### src/rtl/adc_scan_reader.sv
// adc_scan_reader
// Scans the enabled ADC channels in ascending order (wrapping) and reads one
// conversion per SPI frame from a serial ADC. A frame is a start bit, a
// single-ended bit and the channel number on mosi. LEAD_BITS idle periods
// follow, and then DATA_BITS result bits are read MSB-first from in_adc.
//
// Ports
//   clk_adc      system clock, every register is on its rising edge
//   rst          synchronous active-high reset
//   enable       scan enable, looked at only when choosing the next channel
//   ch_mask      channels included in the scan, looked at only when choosing
//   chip_select  ADC chip select, active low
//   sclk         ADC serial clock, idle low
//   mosi         command bit to the ADC, changes only while sclk is low
//   in_adc       serial data from the ADC, sampled as sclk is driven high
//   out_valid    result handshake, see the note below
//   out_ready
//   out_channel  channel of the held result
//   datos_adc    value of the held result
//   busy         high while chip_select is low or the chip-select gap runs
//   dbg_state    current FSM state, for observation only
//
// Result handshake: a transfer happens on a clk_adc edge where out_valid and
// out_ready are both high. Once out_valid is raised it stays high, and
// out_channel and datos_adc stay unchanged, until that transfer. out_valid
// drops in the cycle after the transfer. No new frame starts while a result
// is held, so a result can never be overwritten.
module adc_scan_reader #(
   parameter int DATA_BITS = 12,
   parameter int NUM_CH    = 4,
   parameter int LEAD_BITS = 2,
   parameter int SCLK_DIV  = 2,
   parameter int CS_IDLE   = 3,
   localparam int CH_W     = (NUM_CH > 1) ? $clog2(NUM_CH) : 1
) (
   input  logic                 clk_adc,
   input  logic                 rst,
   input  logic                 enable,
   input  logic [NUM_CH-1:0]    ch_mask,
   output logic                 chip_select,
   output logic                 sclk,
   output logic                 mosi,
   input  logic                 in_adc,
   output logic                 out_valid,
   input  logic                 out_ready,
   output logic [CH_W-1:0]      out_channel,
   output logic [DATA_BITS-1:0] datos_adc,
   output logic                 busy,
   output logic [2:0]           dbg_state
);

   localparam int CMD_BITS   = 2 + CH_W;
   // The CMD state also covers the lead periods that follow the command.
   localparam int FRONT      = CMD_BITS + LEAD_BITS;
   localparam int GAP_HALVES = 2 * CS_IDLE;
   localparam int MAX_A      = (FRONT > DATA_BITS) ? FRONT : DATA_BITS;
   localparam int CNT_MAX    = (MAX_A > GAP_HALVES) ? MAX_A : GAP_HALVES;
   localparam int BIT_W      = $clog2(CNT_MAX + 1);
   localparam int DIV_W      = (SCLK_DIV > 1) ? $clog2(SCLK_DIV) : 1;
   localparam logic [CH_W:0] NUM_CH_W = (CH_W + 1)'(NUM_CH);

   typedef enum logic [2:0] {
      IDLE   = 3'd0,
      SELECT = 3'd1,
      CMD    = 3'd2,
      SAMPLE = 3'd3,
      GAP    = 3'd4,
      HOLD   = 3'd5
   } state_t;

   state_t               state, state_next;
   logic [DIV_W-1:0]     div_cnt;
   logic [BIT_W-1:0]     bit_cnt;
   logic                 sclk_q;
   logic [CMD_BITS-1:0]  cmd_sh;
   logic [DATA_BITS-1:0] shift_reg;
   logic [CH_W-1:0]      ptr;
   logic [CH_W-1:0]      channel;
   logic [CH_W-1:0]      sel_ch;
   logic [CH_W:0]        idx_w;
   logic                 tick;
   logic                 last_front, last_data, last_gap;
   logic                 start_ok;

   // tick marks the last clk_adc cycle of an sclk half-period.
   assign tick       = (div_cnt == DIV_W'(SCLK_DIV - 1));
   assign last_front = (bit_cnt == BIT_W'(FRONT - 1));
   assign last_data  = (bit_cnt == BIT_W'(DATA_BITS - 1));
   assign last_gap   = (bit_cnt == BIT_W'(GAP_HALVES - 1));
   assign start_ok   = enable && (ch_mask != '0);
   assign dbg_state  = state;

   // Lowest offset from ptr whose mask bit is set wins. The loop runs from
   // the largest offset down, so the last match written is the nearest one.
   always_comb begin
      sel_ch = '0;
      idx_w  = '0;
      for (int i = NUM_CH - 1; i >= 0; i--) begin
         idx_w = {1'b0, ptr} + (CH_W + 1)'(i);
         if (idx_w >= NUM_CH_W) idx_w = idx_w - NUM_CH_W;
         if (ch_mask[idx_w[CH_W-1:0]]) sel_ch = idx_w[CH_W-1:0];
      end
   end

   always_ff @(posedge clk_adc) begin
      if (rst) state <= IDLE;
      else     state <= state_next;
   end

   always_comb begin
      state_next = state;
      case (state)
         IDLE:    if (start_ok) state_next = SELECT;
         SELECT:  if (tick) state_next = CMD;
         CMD:     if (tick && sclk_q && last_front) state_next = SAMPLE;
         SAMPLE:  if (tick && sclk_q && last_data) state_next = GAP;
         GAP:     if (tick && last_gap) state_next = HOLD;
         HOLD:    if (!out_valid) state_next = IDLE;
         default: state_next = IDLE;
      endcase
   end

   always_comb begin
      chip_select = 1'b1;
      busy        = 1'b0;
      mosi        = 1'b0;
      sclk        = 1'b0;
      case (state)
         SELECT: begin
            chip_select = 1'b0;
            busy        = 1'b1;
            mosi        = cmd_sh[CMD_BITS-1];
         end
         CMD: begin
            chip_select = 1'b0;
            busy        = 1'b1;
            mosi        = cmd_sh[CMD_BITS-1];
            sclk        = sclk_q;
         end
         SAMPLE: begin
            chip_select = 1'b0;
            busy        = 1'b1;
            sclk        = sclk_q;
         end
         GAP:     busy = 1'b1;
         default: ;
      endcase
   end

   always_ff @(posedge clk_adc) begin
      if (rst) begin
         div_cnt     <= '0;
         bit_cnt     <= '0;
         sclk_q      <= 1'b0;
         cmd_sh      <= '0;
         shift_reg   <= '0;
         ptr         <= '0;
         channel     <= '0;
         out_valid   <= 1'b0;
         out_channel <= '0;
         datos_adc   <= '0;
      end else begin
         if (state == SELECT || state == CMD || state == SAMPLE || state == GAP)
            div_cnt <= tick ? '0 : div_cnt + DIV_W'(1);
         else
            div_cnt <= '0;

         if (out_valid && out_ready) out_valid <= 1'b0;

         case (state)
            IDLE: begin
               bit_cnt <= '0;
               sclk_q  <= 1'b0;
               if (start_ok) begin
                  channel <= sel_ch;
                  cmd_sh  <= {2'b11, sel_ch};
               end
            end
            SELECT: if (tick) sclk_q <= 1'b1;
            CMD: if (tick) begin
               if (sclk_q) begin
                  // Falling edge: advance to the next command bit. Zeros
                  // shift in, which gives mosi=0 during the lead periods.
                  sclk_q  <= 1'b0;
                  cmd_sh  <= cmd_sh << 1;
                  bit_cnt <= last_front ? '0 : bit_cnt + BIT_W'(1);
               end else begin
                  sclk_q <= 1'b1;
               end
            end
            SAMPLE: if (tick) begin
               if (!sclk_q) begin
                  sclk_q    <= 1'b1;
                  shift_reg <= DATA_BITS'({shift_reg, in_adc});
               end else begin
                  sclk_q <= 1'b0;
                  if (last_data) begin
                     bit_cnt     <= '0;
                     datos_adc   <= shift_reg;
                     out_channel <= channel;
                     out_valid   <= 1'b1;
                     ptr         <= (channel == CH_W'(NUM_CH - 1)) ? '0 : channel + CH_W'(1);
                  end else begin
                     bit_cnt <= bit_cnt + BIT_W'(1);
                  end
               end
            end
            GAP: if (tick) bit_cnt <= last_gap ? '0 : bit_cnt + BIT_W'(1);
            default: ;
         endcase
      end
   end

endmodule

### config.mk
export PLATFORM = sky130hd
export DESIGN_NAME = adc_scan_reader
export DESIGN_NICKNAME = d
export VERILOG_FILES = /design/src/rtl/adc_scan_reader.sv
export SDC_FILE = /design/constraint.sdc
export NUM_CORES = 1
export LEC_CHECK = 0
export ABC_CLOCK_PERIOD_IN_PS = 1800
export CAP_MARGIN = 20
export CORE_MARGIN = 1
export CORE_UTILIZATION = 35
export CTS_CLUSTER_DIAMETER = 150
export DETAILED_ROUTE_END_ITERATION = 8
export SYNTH_ARGS = -nofsm -noshare
export SYNTH_HDL_FRONTEND = slang
export SYNTH_SLANG_ARGS = --single-unit
export TNS_END_PERCENT = 50
### constraint.sdc
create_clock -name clk_adc -period 1.8 [get_ports clk_adc]
set_input_delay 0.27 -clock clk_adc [delete_from_list [all_inputs] [get_ports clk_adc]]
set_output_delay 0.27 -clock clk_adc [all_outputs]
set_load 0.005 [all_outputs]
# [Yosys cells after proc, flatten, opt, wreduce, memory -nomap -nowiden]
# Cells that the tools add are included.
[op_classes] n_addsub=10 n_lt_le_gt_ge=8 eq_ne=20 mux=49 n_bitwise=2 n_reduce_logical=26
[op_table] cell="$mux 4" n=10
[op_table] cell="$ne 2x2->1 const B" n=11
[op_table] cell="$mux 2" n=9
[op_table] cell="$mux 3" n=6
[op_table] cell="$pmux 3 s6" n=1
[op_table] cell="$mux 1" n=16
[op_table] cell="$pmux 4 s4" n=1
[op_table] cell="$lt 2x3->1 const B" n=4
[op_table] cell="$reduce_and 6->1" n=2
[op_table] cell="$ge 3x3->1 const B" n=3
[op_table] cell="$bmux 1 s2" n=4
[op_table] cell="$pmux 4 s2" n=1
[op_table] cell="$reduce_and 4->1" n=2
[op_table] cell="$reduce_bool 4->1" n=2
[op_table] cell="$sub 2x1->2 const B" n=4
[op_table] cell="$add 2x2->3 const B" n=2
[op_table] cell="$eq 3x2->1 const B" n=2
[op_table] cell="$eq 3x3->1 const B" n=2
[op_table] cell="$logic_and 1x1->1" n=6
[op_table] cell="$reduce_and 3->1" n=2
[op_table] cell="$reduce_or 3->1" n=2
[op_table] cell="$add 4x1->4 const B" n=1
[op_table] cell="$eq 4x3->1 const B" n=1
[op_table] cell="$eq 4x4->1 const B" n=1
[op_table] cell="other kinds (16)" n=20
[totals] register_bits=44 inputBits=9 out_inout_bits=22

# [Logic depth before layout (Yosys ltp)]
# Gate-level depths: netlist of the first run.
[logic_depth] word_depth=11 ltp_mapped=7

# [Least setup slack after synthesis of the first run]
# OpenSTA, ideal clock, no wires.
[synth_path] path_type="register to register" start="register state[0] (netlist: dbg_state[0])" end="register cmd_sh[0]" setup_ns=0.067 arrival_time_ns=1.770 t_required_ns=1.733 slack_ns=-0.038 stages_incl_launch_ff=5 path_buffers=0 path_cell_list="dfxtp_1 > or4b_1 > or2_1 > or4_4 > a21oi_2"
[synth_between] elab_chain_cells=3 elab_cells_between_ends=8 classes_between="eq/ne (4); mux (1); reduce/logical (3)"
[synth_lines] element="start, declared" line_no="71" source="state_t state, state_next;"
[synth_lines] element="start signal, assigned" line_no="107" source="else state <= state_next;"
[synth_lines] element="$eq 3x2->1 or $logic_not 3->1 (tied branches)" line_no="170" source="case (state)"
[synth_lines] element="$ne 2x2->1 (no source line) or $reduce_bool 2->1 (tied branches)"
[synth_lines] element="$reduce_and 4->1 (no source line)"
[synth_lines] element="end signal, assigned" line_no="176" source="cmd_sh <= {2'b11, sel_ch};"
[synth_lines] element="end signal, assigned" line_no="185" source="cmd_sh <= cmd_sh << 1;"
[synth_lines] element="end, declared" line_no="75" source="logic [CMD_BITS-1:0] cmd_sh;"
# Several ways; a longest one is shown, not always the timed one.
# A chain may end at the register's enable or synchronous reset.

# [Worst setup path after layout of the first run]
[layout_path] start="register state[2] (netlist: dbg_state[2])" end="register cmd_sh[0]"
# Same word-level chain as after synthesis.

==> reports/qor.csv, run 1 <==
metric,value,unit
register area,885.9,um2
PwrDens,757.2,nW/um2
R2R Path Start,dbg_state[2],
initial antenna violation count,0,
Gate Count Post-Synth,225,
status,"complete, no violations",
min Tclk post-route,1.730,ns
placed cell areas,2425,um2
Root Buffer,clkbuf_8,
Iter 0 DRT Violations,163,
Final setup viols,0,
leading area contributor after synthesis,dfxtp_1,
clock latency at the later pin of the worst-skew pair,0.30,ns
vias in the first global route,1592,
"Max stage delay cell, worst path",or4b_4,
CTS H-tree lvls,2,
VDD IR max,0.4191,mV
type of the worst setup path,flop to flop,
layout cells sized above 1,0.1679,
nature of the critical path endpoint,flop,
number of I/O pins,31,
Static Leak,0.9512,nW
Global Route Usage Sum,0.1675,
most frequent cell after synthesis,dfxtp_1,
pins over their slew limit,0,
Syn-to-layout area delta,36.59,%
Worst Path Arrival,1.97,ns
Die W,75.84,um
number of synthesized flops with an enable pin,0,
GPL Wtd Cong,0.7749,
"Avg Cell Area, Syn",8.480,um2
fin worst setup slack,0.06962,ns
Worst Setup SP,dbg_state[2],
FILL cells,498,
"Net Count, Synth",237,
clock tree buffer depth,2,
final worst-path cycle share,0.9613,
post-place setup slack,-0.2911,ns
CP Data Required Time,2.04,ns
FP Rows,26,
max cap viols,0,
vias per cell,4.930,
area share of the largest cell type after synthesis,0.4616,
grt met1 use,0.2133,
hold buffer count at CTS,0,
CTS sink count,44,
die area,5751,um2
"Cell Chain, Critical Path",or4b_4 -> or2_1 -> or4_4 -> a21oi_2,
"Seq/Total Area, Yosys",0.4616,
Final Power,1.973,mW
WL final,4.385,mm
Commonest cells post-synth,"44 x dfxtp_1, 37 x nand2_1, 24 x a21oi_1",
"FF+latch count, synth",44,
gr busiest metal,met2,
Post-Syn Area,1908,um2
Startpoint Class,flop,
PortBufs,30,
total gr overflow,0,
FMAX,0.5779,GHz
number of buffers and inverters on the critical path,0,
Hold Crit Start,datos_adc[1],
post-route insts no fill,344,
Clock Skew,0.002940,ns
WL per Instance,12.75,um
area of the multi-input gates,977.2,um2
post-route antenna net violation count,0,
DRC viols,0,
CORE AREA,5172,um2
via count,1696,
final net count,285,
met3 Usage GRT,0.04365,
Final Hold Vio Count,0,
"slowest stage delay, CP",0.53,ns
Ys Warns,0,
Yosys cell types,41,
DP Wirelength,3.089,mm
Post-Place Cells,333,
"FFs w/ async S/R, synth",0,
Die Span Y,75.84,um
HP Class,flop to flop,
wire length of the first global-routing pass,7.162,mm
Area contributors post-synth,"dfxtp_1 46%, nand2_1 7.3%, mux2i_1 6.8%",
Initial Util,0.3689,
largest net degree at the start of global routing,23,
CTS buffer count,5,
Slew headroom,0.7667,
design area,2606,um2
main flop type after synthesis,dfxtp_1,
"Clk pin slew, worst setup/hold paths",0.09,ns
DR pass1 iterations,5,
CP top delay family,simple AND/OR/NAND/NOR gates,
CTS tree,done,
# diodes,0,
maximum fanout along the worst path,2,
GR met2 Demand/Resource,0.2724,
actual slew at the worst max-slew pin,0.3467,ns
logic make-up (layout without fill, tap and decap cells):
family / after synthesis / count (layout) / synth area share
flip-flops: 44 / 44 / 0.4616
adder cells (fa/ha/maj): 3 / 3 / 0.01967
AO/OA/AOI/OAI: 49 / 49 / 0.1600
multiplexers: 13 / 13 / 0.06819
buffers and inverters: 20 / 69 / 0.04065
XOR/XNOR: 3 / 3 / 0.01377
AND/OR/NAND/NOR: 93 / 93 / 0.2361
path summary, 6_finish.rpt:
path / end / slack [ns] / cells past startpoint
setup / recovery: cmd_sh[0] / 0.07 / 4
hold / removal: datos_adc[1] / 0.46 / 2
hold reg to reg: datos_adc[1] / 0.46 / 2
setup reg to reg: cmd_sh[0] / 0.07 / 4
final cells by class:
cell class	instances	share of cell area
tap	70	0.03361
timing repair buffer	52	0.1930
inverter	9	0.01440
sequential	44	0.3399
clock buffer	5	0.02640
clock inverter	3	0.01776
multi-input combinational	161	0.3749
worst min-delay path: cells and delay by family (launching register included):
family           cells  cell delay, ns
flip-flops           1            0.32
AND/OR/NAND/NOR      1            0.05
AO/OA/AOI/OAI        1            0.05
power by group:
| part | internal, mW | leakage (nW) | total, mW | switching [mW] |
|---|---|---|---|---|
| Combinational | 0.0986 | 0.539 | 0.189 | 0.0900 |
| Sequential | 0.991 | 0.358 | 1.01 | 0.0172 |
| Clock | 0.418 | 0.0548 | 0.776 | 0.358 |
| Total | 1.51 | 0.951 | 1.97 | 0.465 |
cells in the final DEF (no fill, tap or decap), drive strengths merged, types with 2 or more instances in the layout:
master,count
buf,22
nand3b,3
a21oi,26
nor4,2
dfxtp,44
mux2i,13
and2,3
a211oi,3
nand2b,6
inv,9
o211ai,3
clkinvlp,2
clkdlybuf4s50,25
nand3,3
dlymetal6s2s,4
nor2b,2
clkbuf,6
or3,4
and3,3
xor2,2
or2,2
o21ai,7
nor2,20
ha,3
nor3,4
nand2,37
timing repair:
item                                    4_1_cts  5_1_grt
resized for setup                             7       13
setup buffers                                 2        1
endpoints found under the setup margin        4        9
per-layer routing:
metal	vias to the layer above	part of all wire
li1	875	-
met1	782	0.48
met2	35	0.47
met3	4	0.045
met4	0	0.0059
met5	-	0
metrics by stage:
step,hold slack (ns),TNS (ns),util
2_1_floorplan,0.4172,0,-
3_3_place_gp,0.4480,-0.8456,0.4688
3_5_place_dp,0.4494,-0.9516,0.4688
4_1_cts,0.4611,-0.08960,0.4966
5_1_grt,0.4776,-0.001981,0.5039
6_report,0.4573,0,0.5039
(Power assumes the default switching activity.)
==> run 2: changes to the inputs <==
- GPL_ROUTABILITY_DRIVEN: unset -> 1
- SETUP_SLACK_MARGIN: unset -> 0.4
==> run 2 against run 1 <==
First-iteration DRC count shrank 59%; non-clock buffer count grew 26; sequential cell count is the same; sequential share of layout area shrank 6.2 points; largest power group unchanged.
==> reports/qor.csv, run 2 (synthesized netlist as in run 1, its figures left out) <==
metric,value,unit,change
status,"complete, no violations",,
Worst Path Arrival,2.03,ns,+0.06 ns
type of the worst setup path,flop to flop,,
"most common cell after layout, fill and taps aside",dfxtp_1,,
max cap viols,0,,unchanged
Hold Crit Start,datos_adc[1],,
reg2reg path depth,5,,+1
post-place setup slack,-0.2733,ns,+0.01774 ns
vias in the first global route,1753,,+10%
via count,1916,,+13%
Global Route Usage Sum,0.1856,,+0.01809
number of I/O pins,31,,unchanged
layout cells sized above 1,0.4849,,+0.3171
end of the worst register-to-register path,channel[0],,
CTS tree,done,,
Startpoint Class,flop,,
register area,912.1,um2,+3.0%
vias per cell,5.192,,+5.3%
PwrDens,575.4,nW/um2,-24%
final worst-path cycle share,0.9929,,+0.03161
pins over their slew limit,0,,unchanged
CP Data Required Time,2.04,ns,about the same
maximum fanout along the worst path,2,,unchanged
Initial Util,0.3689,,unchanged
Die Span Y,75.84,um,unchanged
clock latency at the later pin of the worst-skew pair,0.30,ns,about the same
largest net degree at the start of global routing,29,,+26%
FP Rows,26,,unchanged
Iter 0 DRT Violations,67,,-59%
RSZ-0062 raised after global routing,true,,
Post-Place Cells,334,,+0.30%
PortBufs,30,,unchanged
CTS sink count,44,,unchanged
VDD IR max,0.3331,mV,-21%
post-route insts no fill,369,,+7.3%
Worst Setup SP,dbg_state[0],,
nature of the critical path endpoint,flop,,
CTS H-tree lvls,2,,unchanged
initial antenna violation count,0,,unchanged
Root Buffer,clkbuf_8,,
WL final,5.433,mm,+24%
"Cell Chain, Critical Path",buf_6 -> or4b_4 -> or2_4 -> or4_4 -> a21oi_2,,
"slowest stage delay, CP",0.48,ns,-0.05 ns
CORE AREA,5172,um2,unchanged
most frequent cells in the layout,"23 x dfxtp_1, 22 x buf_4, 20 x buf_6",,
actual slew at the worst max-slew pin,0.3809,ns,+0.03422 ns
fin util,0.6340,,+0.1301
Static Leak,1.550,nW,+63%
DRC viols,0,,unchanged
Slew headroom,0.7461,,-0.02068
min Tclk post-route,1.787,ns,+0.05691 ns
wire length of the first global-routing pass,8.066,mm,+13%
# diodes,0,,unchanged
DR pass1 iterations,4,,-1
HP Class,flop to flop,,
"Clk pin slew, worst setup/hold paths",0.09,ns,about the same
Clock Skew,0.005499,ns,+0.002560 ns
FMAX,0.5595,GHz,-3.2%
final net count,311,,+9.1%
Syn-to-layout area delta,71.87,%,
die area,5751,um2,unchanged
GPL Wtd Cong,0.8117,,+4.7%
Final setup viols,0,,unchanged
total gr overflow,0,,unchanged
worst reg-to-reg setup slack,0.01,ns,-0.06 ns
FILL cells,398,,-20%
DP Wirelength,2.961,mm,-4.1%
Die W,75.84,um,unchanged
post-route antenna net violation count,0,,unchanged
Final Hold Vio Count,0,,unchanged
CTS buffer count,5,,unchanged
Final Power,1.887,mW,-4.4%
area of the multi-input gates,1286,um2,+32%
"Max stage delay cell, worst path",or4b_4,,
WL per Instance,14.72,um,+16%
clock tree buffer depth,2,,unchanged
R2R Path Start,dbg_state[0],,
Worst Setup EP,channel[0],,
fin worst setup slack,0.01271,ns,-0.05691 ns
hold buffer count at CTS,0,,unchanged
==> run 2: routing by layer <==
metal | vias up | track usage | part of all wire
met1 | 920 | 0.2486 | 0.43
met2 | 51 | 0.2920 | 0.50
met4 | 0 | 0.05967 | 0.027
li1 | 929 | - | -
met5 | - | 0 | 0
met3 | 16 | 0.04762 | 0.038
==> run 2: where the power goes <==
part	switching, mW	internal, mW	total (mW)
registers	0.0211	0.989	1.01
logic	0.121	0.147	0.268
clock network	0.345	0.263	0.609
total	0.487	1.40	1.89
==> run 2: cell type report <==
class	count	share of cell area
well taps	70	0.02671
repair buffers	78	0.2667
clock buffers	5	0.02098
inverters	9	0.01145
clock inverters	2	0.003815
multi-input cells	161	0.3922
flip-flops and latches	44	0.2781
==> run 2: stage by stage <==
step / setup TNS (ns) / hold WS (ns) / instance area (um2)
after global routing: -0.04695 / 0.4767 / 3279
after CTS: 0 / 0.4684 / 2955
after floorplan: 0 / 0.4172 / 1967
final: 0 / 0.4634 / 3279
after global placement: -0.6882 / 0.4481 / 2460
after detailed placement: -0.7579 / 0.4494 / 2460
==> run 2: critical path, delay by kind of cell (launching register included) <==
family,cells,cell delay [ns]
compound gates,1,0.12
buf+inv,1,0.11
flops,1,0.35
simple gates,3,1.15
==> run 2: timing repair <==
item                                    4_1_cts  5_1_grt
pin swaps                                    24       29
gates resized for setup                      77       95
gates cloned                                  3        0
setup buffers                                18        7
endpoints found under the setup margin       63       63
==> run 2: how the worst min path moves through the flow <==
stage,to,slack (ns),depth (start not counted)
finish,datos_adc[1],0.46,2
CTS,datos_adc[5],0.47,2
detailed placement,datos_adc[2],0.45,2
global placement,datos_adc[4],0.45,2
global route,datos_adc[1],0.48,2
floorplan,shift_reg[0],0.42,2
